**src/rtl/addon_operand_recover.sv**
```systemverilog
// Bit-serial operand recovery for the addon carry-lookahead adder.
// Recovers b = result - a - cin over WIDTH+1 cycles and flags results no legal b can produce.
module addon_operand_recover #(
    parameter int unsigned WIDTH = 3
) (
    input  logic             clk,
    input  logic             rst,
    input  logic             in_valid,
    output logic             in_ready,
    input  logic [WIDTH:0]   result,
    input  logic [WIDTH-1:0] a,
    input  logic             cin,
    output logic             out_valid,
    input  logic             out_ready,
    output logic [WIDTH-1:0] b,
    output logic             err
);
    localparam int unsigned IW = (WIDTH < 1) ? 1 : $clog2(WIDTH + 1);

    typedef enum logic [1:0] {IDLE, CALC, DONE} state_t;

    state_t           state;
    logic [WIDTH:0]   r;
    logic [WIDTH:0]   x;
    logic [WIDTH-1:0] diff;
    logic [IW-1:0]    idx;
    logic             borrow;
    logic             dbit;
    logic             bnext;

    // R and X shift right each step, so bit i always sits at position 0
    assign dbit  = r[0] ^ x[0] ^ borrow;
    assign bnext = (~r[0] & x[0]) | (~(r[0] ^ x[0]) & borrow);

    assign in_ready  = (state == IDLE);
    assign out_valid = (state == DONE);

    always_ff @(posedge clk) begin
        if (rst) begin
            state  <= IDLE;
            r      <= '0;
            x      <= '0;
            diff   <= '0;
            idx    <= '0;
            borrow <= 1'b0;
            b      <= '0;
            err    <= 1'b0;
        end else begin
            case (state)
                IDLE: begin
                    if (in_valid) begin
                        r      <= result;
                        x      <= {1'b0, a};
                        borrow <= cin;
                        idx    <= '0;
                        state  <= CALC;
                    end
                end
                CALC: begin
                    r      <= r >> 1;
                    x      <= x >> 1;
                    borrow <= bnext;
                    idx    <= idx + IW'(1);
                    // Difference bits enter at the top; after WIDTH steps diff holds d[WIDTH-1:0]
                    diff   <= WIDTH'({dbit, diff} >> 1);
                    if (idx == IW'(WIDTH)) begin
                        b     <= diff;
                        err   <= dbit | bnext;
                        state <= DONE;
                    end
                end
                DONE: begin
                    if (out_ready) begin
                        state <= IDLE;
                    end
                end
                default: state <= IDLE;
            endcase
        end
    end
endmodule

```
**config.mk**
```make
export PLATFORM = sky130hd
export DESIGN_NAME = addon_operand_recover
export DESIGN_NICKNAME = d
export VERILOG_FILES = /design/src/rtl/addon_operand_recover.sv
export SDC_FILE = /design/constraint.sdc
export NUM_CORES = 1
export LEC_CHECK = 0
export CELL_PAD_IN_SITES_DETAIL_PLACEMENT = 1
export CELL_PAD_IN_SITES_GLOBAL_PLACEMENT = 1
export CORE_AREA = 10 10 64 66
export CTS_CLUSTER_SIZE = 40
export DETAILED_ROUTE_END_ITERATION = 16
export DIE_AREA = 0 0 74 76
export PLACE_DENSITY = 0.63
export SLEW_MARGIN = 20
export SYNTH_ARGS = -nofsm -noshare
export SYNTH_HDL_FRONTEND = slang
export SYNTH_SLANG_ARGS = --single-unit
```
**constraint.sdc**
```tcl
create_clock -name clk -period 1.6 [get_ports clk]
set_input_delay 0.4 -clock clk [delete_from_list [all_inputs] [get_ports clk]]
set_output_delay 0.4 -clock clk [all_outputs]
set_load 0.05 [all_outputs]
```
Yosys cells after proc, flatten, opt, wreduce, memory -nomap -nowiden --
Index checks and enable logic that the tools add are counted.
Storage, ports and cells: logic and storage cells 40, output and inout port bits 6, register bits after elaboration 20, bits of input ports 12
Cells by class: eq/ne operators 6, bitwise gates (word level) 8, multiplexer cells 12, reductions and logical operators 5, add/subtract/negate cells 1
Operators by type and width (count):
- 4-bit case mux with 2 select lines | 2
- 2-bit 2-to-1 mux | 4
- 4-bit 2-to-1 mux | 2
- 2-bit case mux with 3 select lines | 1
- 2-bit == test, second input constant | 2
- 2-bit inequality test, second input constant | 2
- 2-bit case mux with 2 select lines | 1
- 2-bit AND reduction | 2
- 3-bit AND reduction | 1
- 2-bit by 1-bit adder with 2-bit output, second input constant | 1
- 1-bit AND | 2
- 2-bit by 1-bit == test with 1-bit output, second input constant | 1
- 2-bit logical NOT | 1
- 2-bit by 1-bit inequality test with 1-bit output, second input constant | 1
- 1-bit NOT | 2
- 1-bit OR | 2
- 1-bit case mux with 2 select lines | 1
- 2-bit nonzero test | 1
- 1-bit bitwise XOR | 2
- 1-bit 2-to-1 mux | 1

Logic depth before layout (Yosys ltp) --
Gate-level depths: netlist of the first run.
depth after elaboration 5, gate-level depth with buffers 5, mapped depth without buffers 4

Worst setup path before layout of the first run --
OpenSTA, ideal clock, no wires.
kind register to output, start register state[1], end output out_valid, slack -34 ps, data arrival time 1234 ps, cell stages (with the launch flop) 3, data required time 1200 ps, path buffers 1, cell sequence dfxtp_1 -> buf_2 -> nor2b_1
On the way: cells in the longest elaborated chain, start to end 1
Ends and longest elaborated chain:
- start, declared | RTL line 22 | state_t state;
- start signal, assigned | RTL line 40 | state <= IDLE;
- start signal, assigned | RTL line 56 | state <= CALC;
- start signal, assigned | RTL line 69 | state <= DONE;
- 2-bit == test | RTL line 36 | assign out_valid = (state == DONE);
- end, declared | RTL line 13 | output logic out_valid,
Every way passes these cells.

Final worst setup path of the first run --
Ends and elaborated chain as after synthesis.

==> results of run 1 <==
-- path summary, 6_finish.rpt --
| path | from | endpoint | slack [ps] | cells after the start |
|---|---|---|---|---|
| setup / recovery | state[1] | out_valid | 110 | 2 |
| hold / removal | diff[0] | b[0] | 480 | 2 |
| setup reg to reg | state[0] | borrow | 340 | 2 |
| hold reg to reg | diff[0] | b[0] | 480 | 2 |
-- logic make-up after synthesis --
kind of cell / Yosys count / share of synthesized area, %
buffers and inverters: 11 / 6.16
AOI/OAI and AO/OA: 17 / 12.2
DFF: 19 / 46.8
adders and majority gates: 2 / 4.01
muxes: 2 / 2.62
and+or+nand+nor: 47 / 28.2
-- per-stage QoR --
step | utilization, % | hold WS, ps | power [mW] | TNS [ps]
after global placement | 37.9 | 447 | 0.675 | -286
final | 39.0 | 483 | 0.910 | 0
after floorplan | - | 437 | 0.611 | 0
after global routing | 39.0 | 515 | 0.968 | 0
after detailed placement | 37.9 | 467 | 0.678 | -402
after CTS | 38.8 | 486 | 0.927 | 0
-- registers in the layout, indices dropped and copies added (netlist names) --
| name | flops |
|---|---|
| borrow | 1 |
| diff | 3 |
| err | 1 |
| idx | 2 |
| b | 3 |
| state | 2 |
| x | 3 |
| r | 4 |
-- layout by cell type, fill, tap and decap left out --
cell type        netlist  final
nor2b_1                3      2
clkdlybuf4s50_1        0     11
a211oi_1               1      1
mux2i_1                1      1
ha_1                   1      1
buf_4                  1      5
nand3b_1               3      3
nand2_1               10     10
clkbuf_4               0      3
inv_1                  4      4
dfxtp_2                0      2
nor2_1                17     17
a21oi_1               11     11
o21ai_0                3      3
nor3b_1                1      1
clkbuf_1               1      1
nor2b_4                0      1
or3b_1                 1      1
nor3_1                 1      1
nor4_1                 5      5
fa_1                   1      1
nand2b_1               2      2
nor2_2                 1      1
mux2_2                 1      1
o221a_1                1      1
buf_12                 0      7
nand3_1                3      3
o21ba_2                1      1
dfxtp_1               19     17
-- final cells by class --
class | count | area, sq um | share of cell area, %
inverters | 4 | 15.0 | 1.31
clock buffers | 4 | 26.3 | 2.30
repair buffers | 23 | 288 | 25.2
multi-input cells | 68 | 389 | 34.1
well taps | 33 | 41.3 | 3.61
flip-flops and latches | 19 | 383 | 33.5
-- where the power goes --
| part | total [mW] | leakage [nW] | switching (mW) | internal [mW] |
|---|---|---|---|---|
| clock | 0.244 | 0.0150 | 0.147 | 0.0971 |
| sequential | 0.517 | 0.156 | 0.0190 | 0.498 |
| combinational | 0.148 | 0.256 | 0.0680 | 0.0804 |
-- routing by layer --
metal  GRT usage, %  routed length [um]
met3           2.60                 115
met2           11.9                 947
met1           8.40                 863
met5              0                   0
met4           3.92                  42
-- worst max-delay path, delay by kind of cell (launching register included) --
family,cells,cell delay (ps)
flip-flops,1,440
AND/OR/NAND/NOR,1,210
buffers and inverters,1,140
==> summary.txt, run 1 <==
Outcome
  – Status: completed

Clock tree
  – Clock root cell: clkbuf_4
  – Number of CTS-inserted buffers: 3
  – CTS clk-pin slew, worst paths: around 100 ps
  – Number of H-tree levels: 1
  – Clock sinks: 19
  – Post-CTS sizing: 1
  – Clk Latency, worst-skew pair: ~300 ps
  – Setup bufs post-CTS: 0
  – CTS Buffer Depth: 2
  – Hold Buf Count CTS: 0
  – CTS tree: built

GRT
  – Vias in the first global route: 738
  – First-pass GRT wire length: 3430 um
  – Antenna violations before repair: 0
  – Overall routing resource usage: under 10%
  – Largest net degree at the start of global routing: 20
  – Grt ovf: 0

Finish
  – Fillers: ~340
  – Antenna Cells: 0
  – Final net count: roughly 130
  – Fraction of layout cells with a size suffix above 1: 17.8%
  – Fin cells: between 150 and 200
  – Fin area: 1140 sq um
  – Area Growth Syn to Fin: 40.7%

Yosys
  – Synth unique cells: 26
  – Post-synthesis instance total: slightly below 100
  – Asr flop ratio synth: 0%
  – YS warnings: 0
  – Most frequent cell after synthesis: dfxtp_1
  – Post-synth EDFFs: 0
  – Syn_area_per_cell: between 8 and 9 sq um
  – Synth Net Count: approximately 110
  – Sequential cell area fraction in the yosys report: 46.8%
  – Mapped cell area: between 800 and 900 sq um
  – Synth area leader: dfxtp_1
  – FF+latch count, synth: 19
  – Top post-synthesis cells by area: dfxtp_1 47%, nor2_1 7.9%, a21oi_1 6.8%
  – Post-synth top area share: a little under half
  – Commonest cells in the synthesized netlist: 19 x dfxtp_1, 17 x nor2_1, 11 x a21oi_1
  – Ys flop type: dfxtp_1

Floorplan
  – Placeable core area: ~2900 sq um
  – # IOs: 18
  – Row cnt: 20
  – Starting density of the core: between 20 and 30%
  – Die area: 5620 sq um
  – Die X: 74 um
  – DIE HEIGHT: roughly 76 um

Timing
  – Final setup vio count: 0
  – Tmin final: between 1000 and 1500 ps
  – Hold Vio Cnt, Final: 0
  – Skew final: 4.27 ps
  – Achievable Freq: around 670 MHz
  – Slew @ Worst Pin: approximately 350 ps
  – Post-route setup slack: 115 ps
  – Unrepaired setup endpoints after global routing: false
  – Period utilisation layout: between 90% and 100%
  – Pins Over Slew Limit: 0
  – Slew HR: ~77%

Critical path
  – Worst-path cell chain: nor2b_4 > buf_12
  – Critical Path AT: 1090 ps
  – Kind of critical path: register to output port
  – Type of element launching the critical path: register
  – Critical path required time: between 1000 and 1500 ps
  – CP Max Fanout: 12
  – Critical Path Sink Type: output port
  – Worst path max stage delay: 440 ps
  – Critical path's slowest cell: dfxtp_2

Detailed routing
  – DR pass1 iterations: 3
  – Vias per inst: 4.67
  – Final ANT Viol Nets: 0
  – Initial DRC Count: 19
  – Routed WL: 1970 um
  – Wire per inst: between 10 and 15 um
  – Vias after detailed routing: between 700 and 800
  – DRC: 0

Placement
  – Placed cell count: between 100 and 150
  – Placed cell area: between 1000 and 1500 sq um
  – GP Congestion: about 0.7
  – Placement Setup Slack: -136 ps
  – PortBufs: 17
  – Detailed Place HPWL: 1490 um

Power
  – Worst vdd ir: between 0.3 and 0.4 mV
  – Leakage: about 0.43 nW
  – PwrDens: between 700 and 800 nW/um^2

Hold path
  – Worst Hold Class: register to register

Job
  – Max-Cap Viols: 0
No activity file was read; power rests on OpenSTA's default activity.
==> inputs of run 2 (changes only) <==
==> constraint.sdc (replaced) <==
create_clock -name clk -period 1.4 [get_ports clk]
set_input_delay 0.35 -clock clk [delete_from_list [all_inputs] [get_ports clk]]
set_output_delay 0.35 -clock clk [all_outputs]
set_load 0.05 [all_outputs]
==> run 2 against run 1 <==
Sequential power grew 14%. Combinational power grew 21%. Count of clock-buffer cells in the layout unchanged. Worst hold slack got worse by 0.61 ps. Clock skew is 3.2 ps lower. Global-route usage rose by 0.21 points. Critical path type unchanged. Largest cell class unchanged. Die area did not move. Non-clock buffer count is 8 higher. Utilization increased by 2.4 points. Register-to-register slack worse by 270 ps. Worst setup slack lost 94 ps.
==> summary.txt, run 2 (synthesis gave the netlist of run 1 again) <==
Outcome
  – Status: completed

GRT
  – First-pass GRT wire length: 3560 um (+3.8%)
  – Antenna violations before repair: 0 (unchanged)
  – GR peak layer: met2
  – Overall routing resource usage: 7.71% (+0.21 points)
  – Grt ovf: 0 (unchanged)
  – Vias in the first global route: 828 (+12%)
  – Largest net degree at the start of global routing: 14 (-30%)
  – M1 GR Usage: 8.41% (+0.019 points)
  – Met2 usage: 12.7% (+0.77 points)
  – Met3 Use GR: 2.47% (-0.13 points)

Detailed routing
  – DR pass1 iterations: 4 (+1)
  – Wire per inst: 12.8 um (-1.8%)
  – Routed WL: 2040 um (+3.4%)
  – Vias per inst: 4.68 (+0.22%)
  – DRC: 0 (unchanged)
  – Vias after detailed routing: 744 (+5.5%)
  – Final ANT Viol Nets: 0 (unchanged)
  – Initial DRC Count: 8 (-11)

Finish
  – Fin cells: 159 (+5.3%)
  – Final core occ: 41.4% (+2.4 points)
  – Most frequent cells in the layout: 17 x dfxtp_1, 16 x nor2_1, 13 x buf_4
  – Commonest non-fill, non-tap cell in the layout: dfxtp_1
  – Antenna Cells: 0 (unchanged)
  – Fraction of layout cells with a size suffix above 1: 25.4% (+7.6 points)
  – Biggest register: r
  – Area Growth Syn to Fin: 49.2%
  – Max reg flops: 4 (unchanged)
  – Final net count: 141 (+6.0%)
  – Fillers: 344 (+2.1%)

Clock tree
  – CTS tree: built
  – Number of CTS-inserted buffers: 3 (unchanged)
  – Clk Latency, worst-skew pair: 290 ps (about the same)
  – Clock sinks: 19 (unchanged)
  – CTS clk-pin slew, worst paths: 100 ps (about the same)
  – CTS Buffer Depth: 2 (unchanged)
  – Clock root cell: clkbuf_4
  – Number of H-tree levels: 1 (unchanged)

Hold path
  – Hold path start: diff[1]
  – Worst Hold Class: register to register

Power
  – Leakage: 0.468 nW (+9.5%)
  – Worst vdd ir: 0.391 mV (+8.7%)
  – Total power: 1.04 mW (+14%)
  – PwrDens: 857 nW/um^2 (+7.5%)

Critical path
  – Type of element launching the critical path: register
  – CP Max Fanout: 4 (-8)
  – Critical path required time: 1050 ps (-150 ps)
  – Kind of critical path: register to output port
  – Critical Path AT: 1030 ps (-60 ps)
  – Crit path from: state[1]
  – Critical Path Sink Type: output port
  – R2R Setup Slk: 70 ps (-270 ps)
  – Worst r2r src: state[0]

Timing
  – Pins Over Slew Limit: 0 (unchanged)
  – Hold Vio Cnt, Final: 0 (unchanged)
  – Slew @ Worst Pin: 262 ps (-89.7 ps)
  – Tmin final: between 1000 and 1500 ps
  – Achievable Freq: between 700 and 800 MHz
  – Skew final: 1.07 ps (-3.20 ps)
  – Final setup vio count: 0 (unchanged)
  – Unrepaired setup endpoints after global routing: true
  – Hold WS: 482 ps (-0.607 ps)
  – Period utilisation layout: 98.5%
  – Slew HR: 82.4% (+5.8 points)

Placement
  – PortBufs: 17 (unchanged)
  – Detailed Place HPWL: 1570 um (+5.1%)
  – GP Congestion: 0.675 (-4.0%)
  – Placed cell count: 151 (+2.7%)

Floorplan
  – Die area: 5620 sq um (unchanged)
  – Die X: 74 um (unchanged)
  – # IOs: 18 (unchanged)
  – Row cnt: 20 (unchanged)
  – DIE HEIGHT: 76 um (unchanged)
  – Starting density of the core: 27.7% (unchanged)
  – Placeable core area: 2930 sq um (unchanged)

Job
  – Max-Cap Viols: 0 (unchanged)
run 2: final timing paths:
kind | end | cells after the start
max | in_ready | 3
min | diff[0] | 2
max reg2reg | borrow | 3
min reg2reg | diff[0] | 2
run 2: report_power, final:
group,total [mW],switching (mW),leakage [nW],internal (mW)
clock network,0.270,0.159,0.0150,0.111
registers,0.588,0.0211,0.157,0.567
logic,0.179,0.0826,0.296,0.0966
total,1.04,0.263,0.468,0.774
run 2: cell type report:
type / count / area (sq um) / share of cell area [%]
Clock buffer: 4 / 26.3 / 2.17
Inverter: 4 / 15.0 / 1.24
Multi-Input combinational cell: 68 / 402 / 33.2
Sequential cell: 19 / 388 / 32.0
Tap cell: 33 / 41.3 / 3.41
Timing Repair Buffer: 31 / 339 / 28.0
run 2: layer usage:
metal / vias up / wire [um]
met5: - / 0
met4: 0 / 19
met3: 2 / 95
met2: 9 / 1030
met1: 348 / 897
li1: 385 / -
run 2: metrics by stage:
| stage | setup WS (ps) | instance area [sq um] | TNS [ps] |
|---|---|---|---|
| finish | 20.7 | 1210 | 0 |
| detailed placement | -262 | 1130 | -1310 |
| global route | -34.3 | 1210 | -35.9 |
| CTS | 9.72 | 1190 | 0 |
| floorplan | 66.8 | 817 | 0 |
| global placement | -267 | 1130 | -1270 |
run 2: critical path, stage by stage (launching register included):
cell and delay (ps):
dfxtp_4 370, buf_6 120, nor2_4 110, buf_12 140
run 2: repair_timing:
action                     in CTS  in global routing
hold buffers                    0                  0
buffers inserted                4                  1
setup endpoints to repair       2                  5
resized for setup               6                  3
pin swaps                       0                  2
==> inputs of run 3 (changes only) <==
--- a/config.mk
+++ b/config.mk
@@ -11,7 +11,7 @@
 export CTS_CLUSTER_SIZE = 40
 export DETAILED_ROUTE_END_ITERATION = 16
 export DIE_AREA = 0 0 74 76
-export PLACE_DENSITY = 0.63
+export PLACE_DENSITY_LB_ADDON = 0.1
 export SLEW_MARGIN = 20
 export SYNTH_ARGS = -nofsm -noshare
 export SYNTH_HDL_FRONTEND = slang
==> run 3 against run 2 <==
Flip-flop and latch count is the same. Wire length shrank 0.59%. Worst setup slack gained 7.1 ps. Clock skew grew 3.0 ps. Critical path type is now primary input to register. Clock power grew 6%. Cell area shrank 3.5%. Count of clock-buffer cells in the layout is the same. Largest power group unchanged. Non-clock buffer count shrank 4. Critical path depth is the same. Critical endpoint is now borrow. Highest routed layer unchanged.
==> summary.txt, run 3 (synthesis gave the netlist of run 1 again) <==
Detailed routing
  – Wire per inst: 13.1 um (+2.0%)
  – Vias per inst: 4.87 (+4.1%)
  – DR pass1 iterations: 2 (-2)
  – Routed WL: 2030 um (-0.59%)
  – Vias after detailed routing: 755 (+1.5%)
  – Final ANT Viol Nets: 0 (unchanged)
  – DRC: 0 (unchanged)
  – Initial DRC Count: 12 (+4)

Timing
  – Final setup vio count: 0 (unchanged)
  – Pins Over Slew Limit: 0 (unchanged)
  – Hold WS: 468 ps (-14.0 ps)
  – Slew HR: 74.3% (-8.1 points)
  – Hold Vio Cnt, Final: 0 (unchanged)
  – Slew @ Worst Pin: 385 ps (+124 ps)
  – Skew final: 4.04 ps (+2.97 ps)
  – Tmin final: 1370 ps (-7.12 ps)
  – Period utilisation layout: 98.0% (-0.51 points)
  – Achievable Freq: 729 MHz (+0.52%)
  – Unrepaired setup endpoints after global routing: true

Critical path
  – Critical path's slowest cell: clkdlybuf4s50_1
  – CP Max Fanout: 6 (+2)
  – Buffers & Inverters on Critical Path: 1 (-1)
  – Worst-path cell chain: clkdlybuf4s50_1 > or3b_1 > o221a_1
  – Worst path max stage delay: 480 ps (+110 ps)
  – Critical Path AT: 1580 ps (+550 ps)
  – Type of element launching the critical path: primary input
  – CP top delay family: buffers and inverters
  – Critical Path Sink Type: register
  – Worst r2r src: x[0]
  – Crit path from: in_valid
  – Critical path required time: 1600 ps (+550 ps)
  – Kind of critical path: primary input to register

Hold path
  – Worst Hold Class: register to register
  – Hold path start: diff[0]

Outcome
  – Status: completed

Clock tree
  – Clock sinks: 19 (unchanged)
  – Clock root cell: clkbuf_4
  – Number of H-tree levels: 1 (unchanged)
  – Clk Latency, worst-skew pair: 300 ps (about the same)
  – CTS tree: built
  – CTS clk-pin slew, worst paths: 110 ps (about the same)
  – CTS Buffer Depth: 2 (unchanged)
  – Hold Buf Count CTS: 0 (unchanged)
  – Number of CTS-inserted buffers: 3 (unchanged)

GRT
  – Antenna violations before repair: 0 (unchanged)
  – Vias in the first global route: 830 (+0.24%)
  – First-pass GRT wire length: 3700 um (+3.9%)
  – Overall routing resource usage: 7.98% (+0.28 points)
  – Grt ovf: 0 (unchanged)
  – Largest net degree at the start of global routing: 11 (-3)

Finish
  – Max reg flops: 4 (unchanged)
  – Fraction of layout cells with a size suffix above 1: 22.1% (-3.3 points)
  – Area Growth Syn to Fin: 43.9%
  – Most frequent cells in the layout: 16 x nor2_1, 16 x dfxtp_1, 11 x a21oi_1, 11 x clkdlybuf4s50_1
  – Biggest register: r
  – Antenna Cells: 0 (unchanged)
  – Fin cells: 155 (-2.5%)
  – Final net count: 137 (-2.8%)

Placement
  – GP Congestion: 0.749 (+11%)
  – PortBufs: 17 (unchanged)
  – Detailed Place HPWL: 1590 um (+1.4%)
  – Placed cell count: 150 (-0.66%)

Job
  – Max-Cap Viols: 0 (unchanged)

Power
  – Worst vdd ir: 0.540 mV (+38%)
  – Leakage: 0.445 nW (-5.0%)
  – PwrDens: 895 nW/um^2 (+4.4%)

Floorplan
  – Die area: 5620 sq um (unchanged)
  – DIE HEIGHT: 76 um (unchanged)
  – # IOs: 18 (unchanged)
  – Placeable core area: 2930 sq um (unchanged)
  – Die X: 74 um (unchanged)
  – Starting density of the core: 27.7% (unchanged)
  – Row cnt: 20 (unchanged)
## run 3: changes by cell type in the layout (fill, tap and decap cells not counted)
cell,delta
dfxtp_1,-1
or3b_1,+1
or3b_4,-1
buf_6,-1
dfxtp_2,+1
buf_4,-3
nand2b_1,+1
nor2_4,-1
nor2_2,+1
nand2b_2,-1
## run 3: per-stage QoR
step           power, mW  instance area, sq um  setup TNS, ps  setup WS [ps]  utilization, %
2_1_floorplan      0.699                   817              0           66.8               -
3_3_place_gp       0.774                  1120          -1480           -278            38.3
3_5_place_dp       0.778                  1120          -1810           -303            38.3
4_1_cts             1.06                  1160          -1.79          -1.79            39.5
5_1_grt             1.12                  1170          -34.0          -29.1            39.9
6_report            1.05                  1170              0           27.8            39.9
## run 3: repair_timing
item / in CTS / in global routing
resized for setup: 4 / 2
buffers inserted: 0 / 1
pin swaps: 0 / 0
endpoints found under the setup margin: 2 / 3
## run 3: per-layer routing
| metal | vias up | GRT usage, % | routed length (um) |
|---|---|---|---|
| met4 | 0 | 3.92 | 40 |
| li1 | 376 | - | - |
| met2 | 15 | 11.6 | 903 |
| met5 | - | 0 | 0 |
| met1 | 359 | 9.83 | 939 |
| met3 | 5 | 3.13 | 140 |
## run 3: path summary, 6_finish.rpt
path | endpoint | slack [ps] | cells after the start
max | borrow | 30 | 3
min | diff[0] | 470 | 2
max reg2reg | err | 130 | 4
min reg2reg | diff[0] | 470 | 2
## run 3: worst min-delay path, cell delays in order, from the launching register on
cell and delay, ps:
dfxtp_1 330, nand2_1 50, a21oi_1 50
## run 3: layout make-up
cell class / instances / area (sq um)
Multi-Input combinational cell: 68 / 392
Tap cell: 33 / 41.3
Timing Repair Buffer: 27 / 305
Sequential cell: 19 / 389
Fill cell: 339 / 1760
Clock buffer: 4 / 26.3
Inverter: 4 / 15.0
## run 3: power breakdown
part | internal (mW) | switching [mW]
sequential | 0.568 | 0.0203
clock | 0.111 | 0.174
combinational | 0.0912 | 0.0813
total | 0.770 | 0.276
